`src/rtl/rv32i_types_pkg.sv`:
```
// Shared types for the OOO hazard controller: functional-unit ids, the
// hazard sequencer state encoding and the fu_type -> busy-flag select.
package rv32i_types_pkg;

    typedef enum logic [1:0] {
        FU_ALU = 2'd0,
        FU_MUL = 2'd1,
        FU_DIV = 2'd2,
        FU_LS  = 2'd3
    } scalar_fu_t;

    typedef enum logic [2:0] {
        S_RUN      = 3'd0,
        S_MISP     = 3'd1,
        S_TRAP     = 3'd2,
        S_IF_DRAIN = 3'd3,
        S_IF_WAIT  = 3'd4,
        S_HALTED   = 3'd5
    } hazard_state_t;

    localparam logic [31:0] HZ_RESET_PC = 32'h0000_0200;

    // Busy flag of the unit the decoded instruction wants.
    function automatic logic fu_busy_sel(scalar_fu_t fu, logic busy_au,
                                         logic busy_mu, logic busy_du,
                                         logic busy_ls);
        logic b;
        case (fu)
            FU_ALU:  b = busy_au;
            FU_MUL:  b = busy_mu;
            FU_DIV:  b = busy_du;
            default: b = busy_ls;
        endcase
        return b;
    endfunction

endpackage

```
`src/rtl/ooo_ifence_seq.sv`:
```
// fence.i handshake decode: in IF_DRAIN waits for the ROB to empty and
// pulses the cache flush request; in IF_WAIT waits for both caches to
// report flushed. An exception at the ROB head aborts either phase.
// The owning state register lives in ooo_hazard_ctrl.
module ooo_ifence_seq
    import rv32i_types_pkg::*;
(
    input  hazard_state_t state,
    input  logic          rob_empty,
    input  logic          dflushed,
    input  logic          iflushed,
    input  logic          exception,
    output logic          ifence_flush,
    output logic          to_wait,
    output logic          done,
    output logic          abort
);

    logic in_drain, in_wait;

    assign in_drain = (state == S_IF_DRAIN);
    assign in_wait  = (state == S_IF_WAIT);

    // Abort wins over both handshake steps; flush flags only count in IF_WAIT.
    always_comb begin
        abort        = (in_drain | in_wait) & exception;
        ifence_flush = in_drain & rob_empty & ~exception;
        to_wait      = ifence_flush;
        done         = in_wait & dflushed & iflushed & ~exception;
    end

endmodule

```
`src/rtl/ooo_hazard_ctrl.sv`:
```
// Central stall/flush/redirect controller for the OOO core.
// Serialises trap/mret/interrupt, mispredict, fence.i and halt so that
// only one redirect is in flight. Outputs are combinational from inputs
// and state; state and the held privileged PC are registered.
// Build option: define OOO_HAZARD_INTR_EN to accept interrupts
// (intr_req); otherwise intr_req is ignored and intr is tied low.
module ooo_hazard_ctrl
    import rv32i_types_pkg::*;
#(
    parameter logic [31:0] RESET_PC = HZ_RESET_PC
) (
    input  logic        CLK,
    input  logic        RST,
    input  logic        i_mem_busy,
    input  logic        d_mem_busy,
    input  logic        data_hazard,
    input  scalar_fu_t  fu_type,
    input  logic        busy_au,
    input  logic        busy_mu,
    input  logic        busy_du,
    input  logic        busy_ls,
    input  logic        rob_full,
    input  logic        rob_empty,
    input  logic        mispredict,
    input  logic        exception,
    input  logic        ret,
    input  logic        intr_req,
    input  logic [31:0] mtvec,
    input  logic [31:0] epc,
    input  logic        ifence,
    input  logic        halt,
    input  logic        dflushed,
    input  logic        iflushed,
    output logic        pc_en,
    output logic        stall_fetch_decode,
    output logic        stall_de,
    output logic        stall_commit,
    output logic        fetch_decode_flush,
    output logic        decode_execute_flush,
    output logic        execute_commit_flush,
    output logic        npc_sel,
    output logic        insert_priv_pc,
    output logic [31:0] priv_pc,
    output logic        ifence_flush,
    output logic        intr
);

    hazard_state_t state, state_nx;
    logic [31:0]   priv_pc_q, priv_pc_nx;
    logic          fu_stall;
    logic          intr_ok, intr_wait;
    logic          take_trap, use_epc, intr_take;
    logic          if_flush, if_to_wait, if_done, if_abort;

`ifdef OOO_HAZARD_INTR_EN
    // An interrupt is only taken with an empty ROB so no work is lost.
    assign intr_ok   = intr_req & rob_empty;
    assign intr_wait = intr_req & ~rob_empty;
`else
    logic unused_intr_req;
    assign unused_intr_req = intr_req;
    assign intr_ok   = 1'b0;
    assign intr_wait = 1'b0;
`endif

    assign fu_stall = fu_busy_sel(fu_type, busy_au, busy_mu, busy_du, busy_ls);

    ooo_ifence_seq u_ifence_seq (
        .state        (state),
        .rob_empty    (rob_empty),
        .dflushed     (dflushed),
        .iflushed     (iflushed),
        .exception    (exception),
        .ifence_flush (if_flush),
        .to_wait      (if_to_wait),
        .done         (if_done),
        .abort        (if_abort)
    );

    // Event arbitration and per-state stall/flush/select outputs.
    always_comb begin
        state_nx             = state;
        priv_pc_nx           = priv_pc_q;
        stall_fetch_decode   = 1'b0;
        stall_de             = 1'b0;
        stall_commit         = d_mem_busy;
        fetch_decode_flush   = 1'b0;
        decode_execute_flush = 1'b0;
        execute_commit_flush = 1'b0;
        npc_sel              = 1'b0;
        insert_priv_pc       = 1'b0;
        ifence_flush         = 1'b0;
        take_trap            = 1'b0;
        use_epc              = 1'b0;
        intr_take            = 1'b0;

        case (state)
            S_RUN: begin
                if (exception | ret | intr_ok) begin
                    take_trap = 1'b1;
                    use_epc   = ~exception & ret;
                    intr_take = ~exception & ~ret;
                end else if (mispredict) begin
                    npc_sel              = 1'b1;
                    fetch_decode_flush   = 1'b1;
                    decode_execute_flush = 1'b1;
                    state_nx             = S_MISP;
                end else if (intr_wait) begin
                    // Hold decode so the ROB drains before the interrupt.
                    stall_de           = 1'b1;
                    stall_fetch_decode = 1'b1;
                end else if (halt) begin
                    stall_de           = 1'b1;
                    stall_fetch_decode = 1'b1;
                    state_nx           = S_HALTED;
                end else if (ifence) begin
                    stall_de           = 1'b1;
                    stall_fetch_decode = 1'b1;
                    state_nx           = S_IF_DRAIN;
                end else begin
                    stall_de           = data_hazard | rob_full | fu_stall;
                    stall_fetch_decode = stall_de | i_mem_busy;
                end
            end
            S_MISP: begin
                // Bubble cycle while the redirected fetch refills.
                stall_de           = 1'b1;
                stall_fetch_decode = 1'b1;
                state_nx           = S_RUN;
            end
            S_TRAP: begin
                // Redirect already issued; wait out the in-flight fetch.
                stall_fetch_decode = 1'b1;
                if (!i_mem_busy) state_nx = S_RUN;
            end
            S_IF_DRAIN, S_IF_WAIT: begin
                stall_de           = 1'b1;
                stall_fetch_decode = 1'b1;
                ifence_flush       = if_flush;
                if (if_abort) begin
                    take_trap = 1'b1;
                end else if (if_to_wait) begin
                    state_nx = S_IF_WAIT;
                end else if (if_done) begin
                    // Stale fetched/decoded words are dropped; fetch resumes
                    // from its own next PC once back in RUN.
                    fetch_decode_flush   = 1'b1;
                    decode_execute_flush = 1'b1;
                    state_nx             = S_RUN;
                end
            end
            S_HALTED: begin
                stall_de           = 1'b1;
                stall_fetch_decode = 1'b1;
                stall_commit       = 1'b1;
            end
            default: begin
                state_nx = S_RUN;
            end
        endcase

        // Privileged redirect: flush everything and let fetch load priv_pc.
        if (take_trap) begin
            stall_de             = 1'b0;
            stall_fetch_decode   = 1'b0;
            fetch_decode_flush   = 1'b1;
            decode_execute_flush = 1'b1;
            execute_commit_flush = 1'b1;
            insert_priv_pc       = 1'b1;
            priv_pc_nx           = use_epc ? epc : mtvec;
            state_nx             = S_TRAP;
        end
    end

    assign pc_en   = ~stall_fetch_decode;
    assign priv_pc = priv_pc_nx;
    assign intr    = intr_take;

    // Sequencer state and held redirect target.
    always_ff @(posedge CLK) begin
        if (RST) begin
            state     <= S_RUN;
            priv_pc_q <= RESET_PC;
        end else begin
            state     <= state_nx;
            priv_pc_q <= priv_pc_nx;
        end
    end

endmodule

```
`config.mk`:
```
export PLATFORM = sky130hd
export DESIGN_NAME = ooo_hazard_ctrl
export DESIGN_NICKNAME = d
export VERILOG_FILES = /design/src/rtl/rv32i_types_pkg.sv /design/src/rtl/ooo_ifence_seq.sv /design/src/rtl/ooo_hazard_ctrl.sv
export SDC_FILE = /design/constraint.sdc
export NUM_CORES = 1
export LEC_CHECK = 0
export ABC_AREA = 1
export CAP_MARGIN = 25
export CORE_MARGIN = 5
export CORE_UTILIZATION = 31
export DETAILED_ROUTE_END_ITERATION = 12
export DONT_BUFFER_PORTS = 1
export PLACE_DENSITY = 0.43
export SLEW_MARGIN = 20
export SYNTH_ARGS = -nofsm -noshare
export SYNTH_HDL_FRONTEND = slang
export SYNTH_HIERARCHICAL = 1
export SYNTH_SLANG_ARGS = --single-unit
export TNS_END_PERCENT = 20
```
`constraint.sdc`:
```
create_clock -name CLK -period 1.43 [get_ports CLK]
set_input_delay 0 -clock CLK [delete_from_list [all_inputs] [get_ports CLK]]
set_output_delay 0 -clock CLK [all_outputs]
set_load 0.05 [all_outputs]
```
# Yosys cells after proc, flatten, opt, wreduce, memory -nomap -nowiden

Index checks and enable logic that the tools add are counted.

Register bits after elaboration: 35
Bits in latches: 0
RAM bits: 0
Bits in read-only memories: 0
Bits of input ports: 85
Output and inout port bits: 43
Logic and storage cells: 89
Memories: 0

$add $sub $neg: 0
$mul: 0
Div/mod/pow operators: 0
Order comparisons: 0
Equal/unequal tests: 18
Shifts and indexed selects: 0
Muxes and demuxes: 43
Bitwise logic cells: 17
Reductions and logical operators: 8

Operator list:

| kind                                                 | number |
|---|---|
| two-way mux 32 bit                                   | 2 |
| two-way mux 1 bit                                    | 26 |
| two-way mux 3 bit                                    | 8 |
| inequality test 3 bit (second input constant)        | 4 |
| one-hot mux 3 bit (4 select lines)                   | 1 |
| AND reduction 6 bit                                  | 2 |
| AND 1 bit                                            | 8 |
| inequality test 2 bit (second input constant)        | 4 |
| inequality test 4 bit (second input constant)        | 2 |
| one-hot mux 1 bit (2 select lines)                   | 4 |
| equality test 3 x 2 -> 1 bit (second input constant) | 2 |
| equality test 3 bit (second input constant)          | 2 |
| inequality test 5 bit (second input constant)        | 1 |
| bitwise OR 1 bit                                     | 5 |
| OR reduction 5 bit                                   | 1 |
| NOT 1 bit                                            | 4 |
| OR reduction 2 bit                                   | 2 |
| OR reduction 4 bit                                   | 1 |
| equality test 3 x 1 -> 1 bit (second input constant) | 1 |
| zero test 3 bit                                      | 1 |
| one-hot mux 1 bit (3 select lines)                   | 1 |
| equality test 2 x 1 -> 1 bit (second input constant) | 1 |
| equality test 2 bit (second input constant)          | 1 |
| zero test 2 bit                                      | 1 |
| two-way mux 2 bit                                    | 1 |

# Depth between registers and ports, before layout

Depth in word-level cells: 11
Depth in mapped cells: 11
Depth with buffers taken out: 10

# Hierarchy

Netlist, hierarchy kept.

By module, submodules not included:

| module          | instances | cells an instance | area each (um^2) | seq. area each (um^2) |
|---|---|---|---|---|
| ooo_hazard_ctrl | 1         | 322               | 2,250.9          | 700.7 |
| ooo_ifence_seq  | 1         | 14                | 60.1             | 0.0 |

# Worst setup path after synthesis

OpenSTA, ideal clock, no wires.

Kind: flip-flop to output port
Start point: register state[1]
End point: output fetch_decode_flush
Data arrival time: 2.492 ns
Data required time: 1.430 ns
Path slack: -1.062 ns
Stages on the path, launching flop included: 7
Buffers on the path: 1
Cells stage by stage: dfxtp_1 nor2_2 nand2_1 nor3_1 a31oi_1 nand2_1 buf_4

Longest elaborated chain between the ends: 9
Elaborated cells on any way between the ends: 18
Classes of those cells: eq/ne: 2; mux: 7; bitwise: 7; reduce/logical: 2

Ends and longest elaborated chain:

| item                               | RTL line               | RTL |
|---|---|---|
| start: declaration                 | ooo_hazard_ctrl.sv:48  | `hazard_state_t state, state_nx;` |
| start signal: assignment           | ooo_hazard_ctrl.sv:185 | `state <= state_nx;` |
| equality test 3 bit                | --                     |  |
| AND 1 bit (3 in series)            | ooo_ifence_seq.sv:29   | `done = in_wait & dflushed & iflushed & ~exception;` |
| two-way mux 1 bit (3 in series)    | --                     |  |
| one-hot mux 1 bit (2 select lines) | --                     |  |
| two-way mux 1 bit *                | --                     |  |
| end: declaration                   | ooo_hazard_ctrl.sv:38  | `output logic fetch_decode_flush,` |

Mark *: on every way between the ends. The rest lies on a longest branch, timed or not.

# Worst setup path after layout

Start point: register state[0]
End point: output priv_pc[9]

Longest elaborated chain between the ends: 6
Elaborated cells on any way between the ends: 11
Classes of those cells: eq/ne: 2; mux: 5; bitwise: 2; reduce/logical: 2

Ends and longest elaborated chain:

| item                                                                       | RTL line                                   | RTL |
|---|---|---|
| equality test 3 x 2 -> 1 bit / equality test 3 bit (equally long branches) | ooo_ifence_seq.sv:21, ooo_ifence_seq.sv:22 |  |
| bitwise OR 1 bit *                                                         | ooo_ifence_seq.sv:26                       | `abort = (in_drain \| in_wait) & exception;` |
| AND 1 bit *                                                                | ooo_ifence_seq.sv:26                       |  |
| named net if_abort                                                         | ooo_hazard_ctrl.sv:53                      | `logic if_flush, if_to_wait, if_done, if_abort;` |
| two-way mux 1 bit *                                                        | ooo_hazard_ctrl.sv:140                     | `if (if_abort) begin` |
| one-hot mux 1 bit (2 select lines) *                                       | ooo_hazard_ctrl.sv:97                      | `case (state)` |
| two-way mux 32 bit *                                                       | ooo_hazard_ctrl.sv:163                     | `if (take_trap) begin` |
| end: declaration                                                           | ooo_hazard_ctrl.sv:43                      | `output logic [31:0] priv_pc,` |

The timed path passes the listed nets; every way through them passes the cells marked *.

==> flow_results.org <==
** Run status
- The flow ran to the end, but the final reports show violations.
- Violated checks :: setup timing

** Worst setup path
- Class of the most critical setup path :: register to output pin
- The worst setup path is captured at an output pin.
- STA classifies the critical path startpoint as a register.
- At the worst endpoint, the required time is 1430 ps.
- Along the worst path, the maximum fanout reaches 8.
- Data on the critical path arrives at its endpoint at 1790 ps.

** Floorplanning
- Site Rows :: 31
- The floorplan step defined a die boundary enclosing 9280 µm².
- Once the floorplan was initialized, standard cells occupied 31.9% of the core.
- Measured along the y axis, the die boundary spans 96.3 µm.
- Chip width :: 96.3 µm
- Std-Cell Core Area :: 7250 µm²
- 128 I/O pins were placed.

** Drt
- Routed len/inst :: 13.4 µm
- Routed wire length :: 7.21 mm
- The first routing iteration left 42 violations.
- In this run the remaining antenna-violating nets after routing total 0.
- Via count :: 2435
- Via count normalized by instance count :: 4.53
- First-pass DRT Iterations :: 4
- In the routed design, unresolved DRC markers number 0.

** Clock network
- Clock tree synthesis selected as its root buffer the cell sky130_fd_sc_hd__clkbuf_8.
- Source-to-sink clock delay at the later pin of the worst-skew pair :: 280 ps
- After clock tree synthesis, the clock-pin slew on the worst setup and hold paths is 70 ps.
- In this run, CTS created clock tree buffers numbering 5.
- Clock tree from TritonCTS :: built
- The clock net in this run drives a total of 35 sinks.
- In this run the number of H-tree levels came out at 2.
- The longest clock path from root to sink contains 2 buffers.

** Pwr
- For this design the static power due to leakage is 1.94 nW.
- IR analysis of the VDD net gives a maximum drop of 0.00135 V.
- Power spread over the standard cell area amounts to 2700 nW/µm².
- Total power :: 11.2 mW

** STA
- Setup repair after global routing could not meet its margin everywhere.
- The final number of hold-violating endpoints is 0.
- After layout, the minimum clock period comes to 1790 ps.
- Count of pins over their slew limit :: 0
- Max Freq :: 560 MHz
- Total Negative Setup Slacks :: -13230 ps
- The clock arrives with 4.01 ps of skew.
- Final count of negative-setup-slack endpoints :: 54
- Fraction of the cycle the final worst path needs :: 125%
- Setup ws final :: -356 ps

** Layout
- Finished Core Util :: 57.3%
- Total of fill cells in the finished design :: 654
- Diode count :: 0
- Layout-stage area growth over the synthesis result :: 79.8%
- Final standard cell count with taps included and fillers excluded :: 537
- Post-route cell area :: 4160 µm²
- Number of nets in the final layout :: 522
- Of the cells placed in the final design, the portion with a size suffix greater than 1 is 44.7%.

** Logic synthesis
- sky130_fd_sc_hd__dfxtp_1 takes more of the synthesized area than any other cell.
- Async S/R FF share, synth :: 0%
- Flops & latches, synth :: 35
- Synthesis produced a netlist with a net count of 421.
- Most used standard cell by instance count after synthesis :: sky130_fd_sc_hd__nand2_1
- Ys flop type :: sky130_fd_sc_hd__dfxtp_1
- Sequential share of the synthesized area :: 30.3%
- Synthesis produced a netlist whose cell count is 336.
- Of the post-synthesis cell area, the dominant cell type holds 30.3%.
- Cell Area, Synth :: 2310 µm²
- Yosys printed 6 warnings.
- Counting flops with a built-in enable in the synthesized netlist gives 0.
- Ranked by total cell area, the synthesized netlist is headed by sky130_fd_sc_hd__dfxtp_1 30%, sky130_fd_sc_hd__nand2_1 19%, sky130_fd_sc_hd__o211ai_2 11%, sky130_fd_sc_hd__a21oi_2 7.6%, sky130_fd_sc_hd__inv_1 7.5%.
- Counting distinct cell types in the post-synthesis netlist gives 25.
- The commonest cells after synthesis are 116 x sky130_fd_sc_hd__nand2_1, 46 x sky130_fd_sc_hd__inv_1, 35 x sky130_fd_sc_hd__dfxtp_1.
- Post-synthesis area per instance :: 6.88 µm²

** Place
- Detailed placement finished with a half-perimeter wire length of 4.89 mm.
- Post-placement cell area :: 3220 µm²
- Number of buffers inserted by port buffering :: 0
- After detailed placement, the design holds a cell count of 475.
- Routability-driven placement finished with a final weighted congestion of 0.828.

** GRT
- Via count of the first global-routing pass :: 2379
- Leftover overflow at the end of global routing :: 0
- The initial antenna violation count came to 0.
- The first global-routing pass estimated 10.6 mm of wire.
- Largest net degree at the start of global routing :: 35
- For this run, the total global-route usage over all layers was measured as 14.6%.

** Flow run
- Across the run, the number of max-cap violations was 0.

** Worst hold path
- The path class of the tightest hold or removal check is input pin to register.
-- path summary, 6_finish.rpt --
kind / startpoint / slack, ps / depth (start not counted) / endpoint
worst min-delay path: epc[31] / 6 / 2 / priv_pc_q[31]$_SDFF_PP0_
worst max-delay path: state[0]$_SDFFE_PP0P_ / -360 / 9 / priv_pc[9]
worst max register to register: state[1]$_SDFFE_PP0P_ / -120 / 10 / state[0]$_SDFFE_PP0P_
worst min register to register: priv_pc_q[23]$_SDFF_PP0_ / 470 / 2 / priv_pc_q[23]$_SDFF_PP0_
-- layout by cell type (no fill, tap or decap), types with 2 or more instances in the layout --
cell	Yosys	layout
sky130_fd_sc_hd__a21oi_1	15	13
sky130_fd_sc_hd__a21oi_2	20	21
sky130_fd_sc_hd__buf_12	3	33
sky130_fd_sc_hd__buf_4	6	23
sky130_fd_sc_hd__buf_6	0	7
sky130_fd_sc_hd__buf_8	0	3
sky130_fd_sc_hd__clkbuf_16	0	3
sky130_fd_sc_hd__clkbuf_8	0	6
sky130_fd_sc_hd__dfxtp_1	35	32
sky130_fd_sc_hd__dfxtp_4	0	3
sky130_fd_sc_hd__dlygate4sd3_1	0	47
sky130_fd_sc_hd__inv_1	46	45
sky130_fd_sc_hd__nand2_1	116	62
sky130_fd_sc_hd__nand2_2	3	50
sky130_fd_sc_hd__nand2_4	1	7
sky130_fd_sc_hd__nand3_1	8	7
sky130_fd_sc_hd__nor2_1	20	16
sky130_fd_sc_hd__nor2_2	1	2
sky130_fd_sc_hd__nor2_4	0	3
sky130_fd_sc_hd__nor3_1	3	2
sky130_fd_sc_hd__o211ai_1	13	13
sky130_fd_sc_hd__o211ai_2	20	20
sky130_fd_sc_hd__o21ai_0	5	3
sky130_fd_sc_hd__o21ai_2	0	2
-- layer usage --
layer	global-route usage [%]	routed length [µm]
met1	16.8	2880
met2	25.6	3530
met3	5.00	706
met4	4.09	90
met5	0	0
-- logic make-up after synthesis --
group                  count (synthesis)  synth area share, %
and+or+nand+nor                      155                 27.1
AOI/OAI and AO/OA                     76                 27.8
buffers and inverters                 69                 14.6
DFF                                   35                 30.3
other                                  1                0.162
-- what timing repair did --
action | in CTS | in global routing
endpoints found under the hold margin | 35 | 0
cloned | 0 | 3
gates resized for setup | 14 | 66
setup buffers | 0 | 3
setup endpoints to repair | 51 | 77
hold buffers | 48 | 0
pin swaps | 1 | 8
-- critical path, cell delays in order (launching register included) --
cell and delay, ps:
sky130_fd_sc_hd__dfxtp_4 370, sky130_fd_sc_hd__o21ai_2 140, sky130_fd_sc_hd__nand2_2 80, sky130_fd_sc_hd__nor2_4 140, sky130_fd_sc_hd__nand2_4 80, sky130_fd_sc_hd__nand2_8 140, sky130_fd_sc_hd__buf_6 150, sky130_fd_sc_hd__o211ai_1 130
sky130_fd_sc_hd__o21ai_4 100, sky130_fd_sc_hd__buf_6 170
-- stage by stage --
step	hold WS, ps	setup slack [ps]
finish	6.41	-356
global route	15.3	-448
CTS	3.24	-357
detailed placement	67.9	-61.9
global placement	67.2	-42.1
floorplan	205	-171
-- state kept, by name (all words and copies together) (netlist names) --
| name | flops |
|---|---|
| priv_pc_q | 32 |
| state | 3 |
-- power breakdown --
group | internal, mW | switching (mW)
sequential | 1.30 | 0.168
clock | 0.494 | 0.350
combinational | 3.75 | 5.17
-- cell type report --
type | instances | area, µm² | area share (%)
Inverter | 48 | 188 | 4.52
Clock buffer | 7 | 108 | 2.59
Clock inverter | 1 | 5.00 | 0.120
Timing Repair Buffer | 115 | 1480 | 35.6
Multi-Input combinational cell | 232 | 1540 | 37.1
Sequential cell | 35 | 712 | 17.1
Tap cell | 99 | 124 | 2.98
Power figures use the tool's default switching activity.
